$ cat src/rtl/bsg_reg_bank.sv
`default_nettype none
// +--------------------------------------------------------------------------+
// | Module   : bsg_reg_bank                                                  |
// | Purpose  : Memory-mapped register bank for the BSG bus slave. NUM_REGS   |
// |            registers of DATA_WIDTH bits sit at consecutive addresses     |
// |            starting at BASE_ADDR. A transfer is an address beat, then a  |
// |            data beat, then a one-cycle response. All register contents   |
// |            are driven in parallel on regs_out.                           |
// | Ports    : SYS_CLK    - clock, all logic on posedge                      |
// |            rst        - synchronous active-high reset                    |
// |            valid      - master beat valid                                |
// |            write      - 1=write / 0=read, sampled on the address beat    |
// |            addr_in    - register address, sampled on the address beat    |
// |            data_in    - write data, sampled on the data beat             |
// |            ready      - slave accepts a beat this cycle                  |
// |            resp_valid - one-cycle response strobe                        |
// |            resp_err   - address error, qualified by resp_valid           |
// |            data_out   - response data, held between responses            |
// |            regs_out   - reg i at [i*DATA_WIDTH +: DATA_WIDTH]            |
// | Macro    : BSG_REG_ERR_EN - when defined, out-of-range transfers raise   |
// |            resp_err; otherwise resp_err is constant 0.                   |
// | Revision : 1.0 - initial release                                         |
// +--------------------------------------------------------------------------+
module bsg_reg_bank #(
  parameter int                    DATA_WIDTH = 8,
  parameter int                    ADDR_WIDTH = 8,
  parameter int                    NUM_REGS   = 3,
  parameter logic [ADDR_WIDTH-1:0] BASE_ADDR  = 8'h10
) (
  input  logic                           SYS_CLK,
  input  logic                           rst,
  input  logic                           valid,
  input  logic                           write,
  input  logic [ADDR_WIDTH-1:0]          addr_in,
  input  logic [DATA_WIDTH-1:0]          data_in,
  output logic                           ready,
  output logic                           resp_valid,
  output logic                           resp_err,
  output logic [DATA_WIDTH-1:0]          data_out,
  output logic [NUM_REGS*DATA_WIDTH-1:0] regs_out
);

  typedef enum logic [1:0] {
    S_IDLE = 2'd0,
    S_DATA = 2'd1,
    S_RESP = 2'd2
  } state_t;

  // The window is checked one bit wider than the address so that a window
  // touching 2**ADDR_WIDTH cannot wrap and alias low addresses.
  localparam logic [ADDR_WIDTH:0] c_base  = {1'b0, BASE_ADDR};
  localparam logic [ADDR_WIDTH:0] c_limit = (ADDR_WIDTH+1)'({1'b0, BASE_ADDR} + NUM_REGS);

`ifdef BSG_REG_ERR_EN
  localparam logic c_err_en = 1'b1;
`else
  localparam logic c_err_en = 1'b0;
`endif

  state_t                  state_q, state_d;
  logic                    ready_q;
  logic                    resp_valid_q;
  logic                    resp_err_q;
  logic [DATA_WIDTH-1:0]   data_out_q;
  logic [DATA_WIDTH-1:0]   regs_q [NUM_REGS];
  logic [ADDR_WIDTH-1:0]   addr_q;
  logic                    write_q;

  logic                    w_beat;
  logic                    w_in_range;
  logic [ADDR_WIDTH-1:0]   w_offset;
  logic [DATA_WIDTH-1:0]   w_rd_data;

  assign w_beat     = valid && ready_q;
  assign w_in_range = ({1'b0, addr_q} >= c_base) && ({1'b0, addr_q} < c_limit);
  assign w_offset   = addr_q - BASE_ADDR;

  // Current contents of the addressed register; 0 when outside the window.
  always_comb begin
    w_rd_data = '0;
    for (int i = 0; i < NUM_REGS; i++) begin
      if (w_in_range && (w_offset == ADDR_WIDTH'(i))) begin
        w_rd_data = regs_q[i];
      end
    end
  end

  always_comb begin
    state_d = state_q;
    case (state_q)
      S_IDLE:  if (w_beat) state_d = S_DATA;
      S_DATA:  if (w_beat) state_d = S_RESP;
      S_RESP:  state_d = S_IDLE;
      default: state_d = S_IDLE;
    endcase
  end

  always_ff @(posedge SYS_CLK) begin
    if (rst) begin
      state_q      <= S_IDLE;
      ready_q      <= 1'b0;
      resp_valid_q <= 1'b0;
      resp_err_q   <= 1'b0;
      data_out_q   <= '0;
      addr_q       <= '0;
      write_q      <= 1'b0;
      for (int i = 0; i < NUM_REGS; i++) begin
        regs_q[i] <= '0;
      end
    end else begin
      state_q      <= state_d;
      // ready is registered from the next state so it drops exactly for RESP
      ready_q      <= (state_d != S_RESP);
      resp_valid_q <= 1'b0;
      resp_err_q   <= 1'b0;

      if ((state_q == S_IDLE) && w_beat) begin
        addr_q  <= addr_in;
        write_q <= write;
      end

      if ((state_q == S_DATA) && w_beat) begin
        resp_valid_q <= 1'b1;
        resp_err_q   <= c_err_en & ~w_in_range;
        if (!w_in_range) begin
          data_out_q <= '0;
        end else if (write_q) begin
          data_out_q <= data_in;
        end else begin
          data_out_q <= w_rd_data;
        end
        for (int i = 0; i < NUM_REGS; i++) begin
          if (write_q && w_in_range && (w_offset == ADDR_WIDTH'(i))) begin
            regs_q[i] <= data_in;
          end
        end
      end
    end
  end

  assign ready      = ready_q;
  assign resp_valid = resp_valid_q;
  assign resp_err   = resp_err_q;
  assign data_out   = data_out_q;

  for (genvar g = 0; g < NUM_REGS; g++) begin : g_regs_out
    assign regs_out[g*DATA_WIDTH +: DATA_WIDTH] = regs_q[g];
  end

endmodule
`default_nettype wire

$ cat config.mk
export PLATFORM = sky130hd
export DESIGN_NAME = bsg_reg_bank
export DESIGN_NICKNAME = d
export VERILOG_FILES = /design/src/rtl/bsg_reg_bank.sv
export SDC_FILE = /design/constraint.sdc
export NUM_CORES = 1
export LEC_CHECK = 0
export ABC_AREA = 1
export CORE_MARGIN = 3
export CORE_UTILIZATION = 43
export DETAILED_ROUTE_END_ITERATION = 8
export GPL_TIMING_DRIVEN = 0
export PLACE_DENSITY = 0.76
export SLEW_MARGIN = 20
export SYNTH_ARGS = -nofsm -noshare
export SYNTH_HDL_FRONTEND = slang
export SYNTH_SLANG_ARGS = --single-unit
$ cat constraint.sdc
create_clock -name SYS_CLK -period 1.7 [get_ports SYS_CLK]
set_clock_uncertainty 0.05 [all_clocks]
set_input_delay 0.34 -clock SYS_CLK [delete_from_list [all_inputs] [get_ports SYS_CLK]]
set_output_delay 0.34 -clock SYS_CLK [all_outputs]
set_load 0.02 [all_outputs]
# --- After elaboration in Yosys (flattened, before gate mapping) ---
# Memories as Yosys holds them, arrays and structs flattened.
# Cells that the tools add are included.
op_classes:
  add_sub_neg: 1
  mux: 26
  n_eq_ne: 4
  n_lt_le_gt_ge: 2
  reduce_logical: 13
  n_bitwise: 3
op_table:
  columns: ["cell", "count"]
  rows:
  - ["$mux W8", 8]
  - ["$mux W1", 15]
  - ["$logic_and A1 B1 Y1", 11]
  - ["$eq A8 B1 Y1 const B", 1]
  - ["$eq A8 B2 Y1 const B", 1]
  - ["$ge A8 B5 Y1 const B", 1]
  - ["$logic_not A8 Y1", 1]
  - ["$lt A8 B5 Y1 const B", 1]
  - ["$sub A8 B5 Y8 const B", 1]
  - ["$mux W2", 2]
  - ["$pmux W2 S2", 1]
  - ["$or A1 B1 Y1", 3]
  - ["$eq A2 B1 Y1 const B", 1]
  - ["$logic_not A2 Y1", 1]
  - ["$ne A2 B2 Y1 const B", 1]
totals:
  ff_bits: 21
  output_inout_bits: 35
  ram_bits: 24
  memories: 1
  wordCells: 56
memory_table:
  columns: ["memory", "depth", "word_bits", "read_ports", "rd_ports_with_merged_regs", "wr", "line", "source"]
  rows:
  - ["regs_q", 3, 8, 3, 0, 3, "65", "logic [DATA_WIDTH-1:0] regs_q [NUM_REGS];"]

# --- Depth between registers and ports, before layout ---
# Gate-level depths: netlist (run 1).
logic_depth:
  ltp_word: 9
  depth_mapped: 8
  mapped_depth_nobuf: 8

# --- Worst setup path before layout (run 1) ---
# Ideal clock, no wire load.
synth_timing:
  path_kind: "register to register"
  start: "reg ready_q (netlist: ready)"
  end: "mem regs_q[0][0], enable pin"
  arrival_ps: 1383
  required_time_ps: 1275
  period_less_slack_ps: 1808
  n_path_buf: 0
  path_stages_with_launch: 5
  slack_ps: -108
  path_cell_list: "dfxtp_1 nand2_1 nor2_4 nand3_1 o31ai_2"
synth_rtl:
  columns: ["item", "line", "source"]
  rows:
  - ["start: declaration", "61", "logic ready_q;"]
  - ["start signal: assignment", "113", "ready_q <= (state_d != S_RESP);"]
  - ["end: declaration", "65", null]

==> results of run 1 <==
## area by class of cell
class / instances / area share
multi-input combinational: 132 / 0.256
sequential: 45 / 0.394
clock inverter: 2 / 0.0121
inverter: 22 / 0.0294
tap: 50 / 0.0216
buffer: 7 / 0.0181
timing repair buffer: 68 / 0.244
clock buffer: 6 / 0.0250
## power groups by stage
| stage | Combinational [mW] | Clock [mW] | Sequential [mW] |
|---|---|---|---|
| after global placement | 0.323 | 0 | 1.23 |
| final | 0.390 | 0.782 | 1.21 |
| after CTS | 0.354 | 0.786 | 1.21 |
| after detailed placement | 0.326 | 0 | 1.23 |
| after floorplan | 0.156 | 0 | 1.26 |
| after global routing | 0.414 | 0.831 | 1.21 |
## worst min-delay path: stages, from the launching register on
cell,delay (ns)
dfxtp_1,0.32
nand2_1,0.06
nand2_1,0.05
## registers in the layout, summed over array words and instances (netlist names)
name	flops
regs_q	24
addr_q	8
data_out	8
state_q	2
ready	1
resp_valid	1
write_q	1
## metrics by stage
| stage | utilization | area (µm²) |
|---|---|---|
| floorplan | - | 1970 |
| global placement | 0.610 | 2560 |
| detailed placement | 0.610 | 2560 |
| CTS | 0.661 | 2780 |
| global route | 0.690 | 2900 |
| finish | 0.690 | 2900 |
## what timing repair did
action / CTS / global route
cloned: 0 / 0
gates resized for setup: 6 / 23
setup endpoints to repair: 24 / 40
setup buffers: 7 / 8
hold buffers: 0 / 0
pin swaps: 6 / 7
## how the worst min path moves through the flow
| stage | from | end |
|---|---|---|
| floorplan | rst | state_q[0] |
| CTS | data_out[7] | data_out[7] |
| finish | data_out[1] | data_out[1] |
| global placement | data_out[3] | data_out[3] |
| global route | data_out[3] | data_out[3] |
| detailed placement | data_out[7] | data_out[7] |
## placed cells by master (no fill, tap or decap), drive strengths merged
| cell type | instances |
|---|---|
| o31ai | 1 |
| clkdlybuf4s50 | 37 |
| clkbuf | 7 |
| buf | 21 |
| conb | 1 |
| dlymetal6s2s | 16 |
| nand4 | 17 |
| nand3 | 22 |
| nand2 | 35 |
| a21oi | 10 |
| clkinv | 1 |
| o21ai | 11 |
| bufinv | 1 |
| nor2 | 35 |
| inv | 22 |
| edfxtp | 24 |
| dfxtp | 21 |
## cell families after synthesis
group | synth area share
buf+inv | 0.0657
simple gates | 0.287
compound gates | 0.0638
other cells | 0.00191
flops | 0.582
## layer usage
layer / vias up / track usage
met3: 14 / 0.0506
met5: - / 0
met1: 824 / 0.265
li1: 847 / -
met4: 0 / 0.0865
met2: 91 / 0.320
==> impl_results.md, run 1 <==
* Dpl cells at 309
* Crit-path max FO at 2
* Worst Hold Class: reg -> reg
* Core area at 4200 µm²
* Tot GR Track Use at 0.203
* Max Freq at 604 MHz
* Post-Syn Area at 1960 µm²
* Post-synth EDFFs at 24
* Area grow syn2layout at 47.7%
* Internal power at 1.79 mW
* Final WS setup at 0.0435 ns
* Crit path time final at 1.66 ns
* FF+latch count, synth at 45
* Number of port buffers at 53
* CTS Buf Count at 5
* Rows at 23
* CTS root buf: clkbuf_8
* 1st-iter DRT viols at 88
* Met3 wire length at 432 µm
* Comb power frac at 0.164
* Syn Inst Count at 206
* LEAKAGE at 1.37 nW
* Die Wd at 73.5 µm
* Most numerous cell in the Yosys netlist: nand2_1
* Post-synth top cells: nand2_1, nor2_1, edfxtp_1
* Worst skew pair latency at 0.29 ns
* Reg2reg end: regs_q[0][4]
* WL/cell at 15.9 µm
* Synth Warn # at 0
* Ys flop type: edfxtp_1
* Critical Setup Path Class: reg -> out
* CP top delay family: buffers and inverters
* Critical Path RT at 1.31 ns
* CP Depth at 1
* Finished Layout Cells at 332
* Startpoint class of the critical path: flop
* Final setup vio count at 0
* Outcome: finished clean
* Initial antenna violation count at 0
* Worst Setup End Kind: output pin
* DRT antenna net count at 0
* Vias in the first global route at 1692
* Diode count at 0
* Final global-route overflow total at 0
* # IOs at 55
* R2R depth at 5
* Dpl hpwl at 3420 µm
* First-pass GRT wire length at 8180 µm
* Top layer in use: met4
* Fill count at 321
* Maximum VDD drop at 0.000544 V
* Final Cycle Share at 0.974
* Reg-to-Reg Start: addr_q[2]
* CP max stage delay at 0.61 ns
* Largest net degree at the start of global routing at 15
* First-pass DRT Iterations at 6
* Sw frac at 0.249
* Register area share after synthesis at 0.582
* Initial Util at 0.467
* Sw power at 593 µW
* Avg Vias per Cell at 5.35
* Power per standard cell area at 821 nW/µm²
* Endpoints failing hold at 0
* Pins Over Slew Limit at 0
* Distinct cells, synth at 25
* GP Congestion at 0.845
* Post-Synthesis Net Count at 226
* Register share of total power at 0.508
* DRC violations left at 0
* Setup TNS at 0 ns
* Setup crit start: regs_q[0][17]
* Hold slack at 0.409 ns
* CTS tree: done
* Critical-path top delay cell: clkdlybuf4s50_1
* Critical Path End: regs_out[17]
* Max Root-Sink Buffers at 2
* Pre-CTS setup slack at -0.625 ns
* FF/Latch Area at 1140 µm²
* Clock Power Share at 0.329
* Metal-1 WL at 2190 µm
* Max Cap Violations at 0
* Worst path bufs/invs at 1
* Nets at 301
* Clock Sinks at 45
* Ratio of cells with drive above 1 in the final layout at 0.181
* Vias at 1776
* CP arrival at 1.27 ns
* Async S/R FF share, synth at 0
* Total power at 2.38 mW
* Hold path cells at 2
* Yosys top cell by area: edfxtp_1
* CTS H-Tree Depth at 2
* DRT Wirelength at 5280 µm
* Mean Syn Cell Area at 9.52 µm²
* Die area at 5410 µm²
* RSZ-0062 raised after global routing: false
* Die H at 73.5 µm
* Synth area leaders: edfxtp_1, dfxtp_1, nand2_1, nor2_1, nand4_1
* Clock transition at path regs at 0.08 ns
* Multi-input gate area at 741 µm²
* Routed length on met2 at 2550 µm
* R2R setup slack at 0.08 ns
* Top cell type's share of synthesized area at 0.367
* Crit-path cells: clkdlybuf4s50_1
Power figures use the tool's default switching activity.
==> run 2: changes to the inputs <==
--- a/config.mk
+++ b/config.mk
@@ -9,7 +9,7 @@
 export CORE_MARGIN = 3
 export CORE_UTILIZATION = 43
 export DETAILED_ROUTE_END_ITERATION = 8
-export GPL_TIMING_DRIVEN = 0
+export GPL_TIMING_DRIVEN = 1
 export PLACE_DENSITY = 0.76
 export SLEW_MARGIN = 20
 export SYNTH_ARGS = -nofsm -noshare
==> impl_results.md, run 2 (synthesis gave the netlist of run 1 again) <==
* Critical-path top delay cell: clkdlybuf4s50_1 (unchanged)
* Power per standard cell area at 834 nW/µm² (was 821 nW/µm²)
* Critical Path End: regs_out[19] (was regs_out[17])
* Worst Hold Class: reg -> reg (unchanged)
* Most frequent cells in the layout: nand2_1, clkdlybuf4s50_1, nor2_1, edfxtp_1, dfxtp_1 (was clkdlybuf4s50_1, nand2_1, nor2_1, edfxtp_1, dfxtp_1)
* Diode count at 0 (unchanged)
* Number of setup buffers added after CTS at 0 (was 7)
* CTS tree: done (unchanged)
* Max Cap Violations at 0 (unchanged)
* CTS Buf Count at 5 (unchanged)
* Max Freq at 601 MHz (was 604 MHz)
* CP arrival at 1.27 ns (about the same)
* Commonest non-fill, non-tap cell in the layout: nand2_1 (was clkdlybuf4s50_1)
* Rows at 23 (unchanged)
* Clock transition at path regs at 0.09 ns (was 0.08 ns)
* Vias at 1747 (was 1776)
* Crit-path cells: clkdlybuf4s50_1 (unchanged)
* Reg-to-Reg Start: addr_q[2] (unchanged)
* # IOs at 55 (unchanged)
* Total power at 2.37 mW (was 2.38 mW)
* Reg with most FFs: regs_q (unchanged)
* Dpl hpwl at 3800 µm (was 3420 µm)
* First-pass DRT Iterations at 5 (was 6)
* Maximum VDD drop at 0.000508 V (was 0.000544 V)
* Die H at 73.5 µm (unchanged)
* Crit path time final at 1.66 ns (about the same)
* Final WS setup at 0.0353 ns (was 0.0435 ns)
* Worst path bufs/invs at 1 (unchanged)
* Startpoint class of the critical path: flop (unchanged)
* WL/cell at 15.7 µm (was 15.9 µm)
* CTS Hold Bufs at 0 (unchanged)
* DRT Wirelength at 5200 µm (was 5280 µm)
* Avg Vias per Cell at 5.28 (was 5.35)
* Setup crit start: regs_q[0][19] (was regs_q[0][17])
* CP top delay family: buffers and inverters (unchanged)
* Max Root-Sink Buffers at 2 (unchanged)
* Clock Sinks at 45 (unchanged)
* Final global-route overflow total at 0 (unchanged)
* Critical hold path startpoint: data_out[0] (was data_out[1])
* Max FFs per register at 24 (unchanged)
* Final setup vio count at 0 (unchanged)
* Crit-path max FO at 2 (unchanged)
* Pre-CTS setup slack at -0.248 ns (was -0.625 ns)
* Reg2reg end: regs_q[0][1] (was regs_q[0][4])
* DRC violations left at 0 (unchanged)
* Ratio of cells with drive above 1 in the final layout at 0.164 (was 0.181)
* Die Wd at 73.5 µm (unchanged)
* Critical Setup Path Class: reg -> out (unchanged)
* Outcome: finished clean (unchanged)
* Worst skew pair latency at 0.31 ns (was 0.29 ns)
* RSZ-0062 raised after global routing: false (unchanged)
* Initial antenna violation count at 0 (unchanged)
* DRT antenna net count at 0 (unchanged)
* Vias in the first global route at 1800 (was 1692)
* Largest net degree at the start of global routing at 20 (was 15)
* CTS root buf: clkbuf_8 (unchanged)
* Initial Util at 0.467 (unchanged)
* Final Cycle Share at 0.979 (was 0.974)
* CP max stage delay at 0.61 ns (about the same)
* First-pass GRT wire length at 8640 µm (was 8180 µm)
* Tot GR Track Use at 0.213 (was 0.203)
* Finished Core Util at 0.676 (was 0.690)
* Critical Path RT at 1.31 ns (about the same)
* Core area at 4200 µm² (unchanged)
* Die area at 5410 µm² (unchanged)
* 1st-iter DRT viols at 143 (was 88)
* Number of port buffers at 53 (unchanged)
* CTS H-Tree Depth at 2 (unchanged)
* R2R depth at 5 (unchanged)
* Pins Over Slew Limit at 0 (unchanged)
* Endpoints failing hold at 0 (unchanged)
* Area grow syn2layout at 44.8% (was 47.7%)
* Nets at 300 (was 301)
* GP Congestion at 0.855 (was 0.845)
* LEAKAGE at 1.38 nW (was 1.37 nW)
* R2R setup slack at 0.09 ns (was 0.08 ns)
* CP Depth at 1 (unchanged)
* Worst Setup End Kind: output pin (unchanged)
run 2: changes by cell type in the layout (fill, tap and decap cells not counted), sizes merged:
cell,change
inv,-1
clkinv,+1
dlygate4sd2,+6
clkbuf,-1
clkdlybuf4s50,-6
run 2: worst min-delay path by stage:
stage                        endpoint  cells past startpoint  slack (ns)
after CTS                 data_out[0]                      2        0.41
after detailed placement  data_out[0]                      2        0.39
final                     data_out[0]                      2        0.40
after floorplan            state_q[0]                      1        0.36
after global routing      data_out[5]                      2        0.43
after global placement    data_out[0]                      2        0.39
run 2: layout make-up:
| cell class | instances | area, µm² |
|---|---|---|
| multi-input combinational | 132 | 701 |
| sequential | 45 | 1140 |
| clock inverter | 2 | 35.0 |
| clock buffer | 6 | 72.6 |
| fill | 322 | 1360 |
| timing repair buffer | 74 | 746 |
| inverter | 22 | 82.6 |
| tap | 50 | 62.6 |
run 2: worst register-to-register path: stages, from the launching register on:
cell and delay (ns):
dfxtp_1 0.33, nor2_1 0.17, buf_4 0.23, nand3_2 0.12, o31ai_4 0.28, buf_12 0.17
run 2: what timing repair did:
item | 4_1_cts | 5_1_grt
setup endpoints to repair | 6 | 16
resized for setup | 6 | 16
gates cloned | 0 | 0
run 2: report_power, final:
part | internal [mW] | switching, mW | total [mW] | leakage (nW)
clock network | 0.436 | 0.369 | 0.805 | 0.0552
logic | 0.155 | 0.201 | 0.356 | 0.905
registers | 1.18 | 0.0261 | 1.21 | 0.418
run 2: metal layers:
layer / share of wire / global-route usage / routed length, µm
met1: 0.39 / 0.275 / 2050
met2: 0.50 / 0.342 / 2610
met3: 0.085 / 0.0561 / 444
met4: 0.018 / 0.0805 / 96
met5: 0 / 0 / 0
run 2: metrics by stage:
step / hold WS [ns] / setup TNS (ns) / area, µm² / instances
global placement: 0.390 / -5.83 / 2700 / 323
global route: 0.434 / 0 / 2840 / 331
finish: 0.403 / 0 / 2840 / 331
CTS: 0.406 / 0 / 2800 / 331
detailed placement: 0.390 / -7.27 / 2700 / 323
floorplan: 0.359 / 0 / 1970 / 206
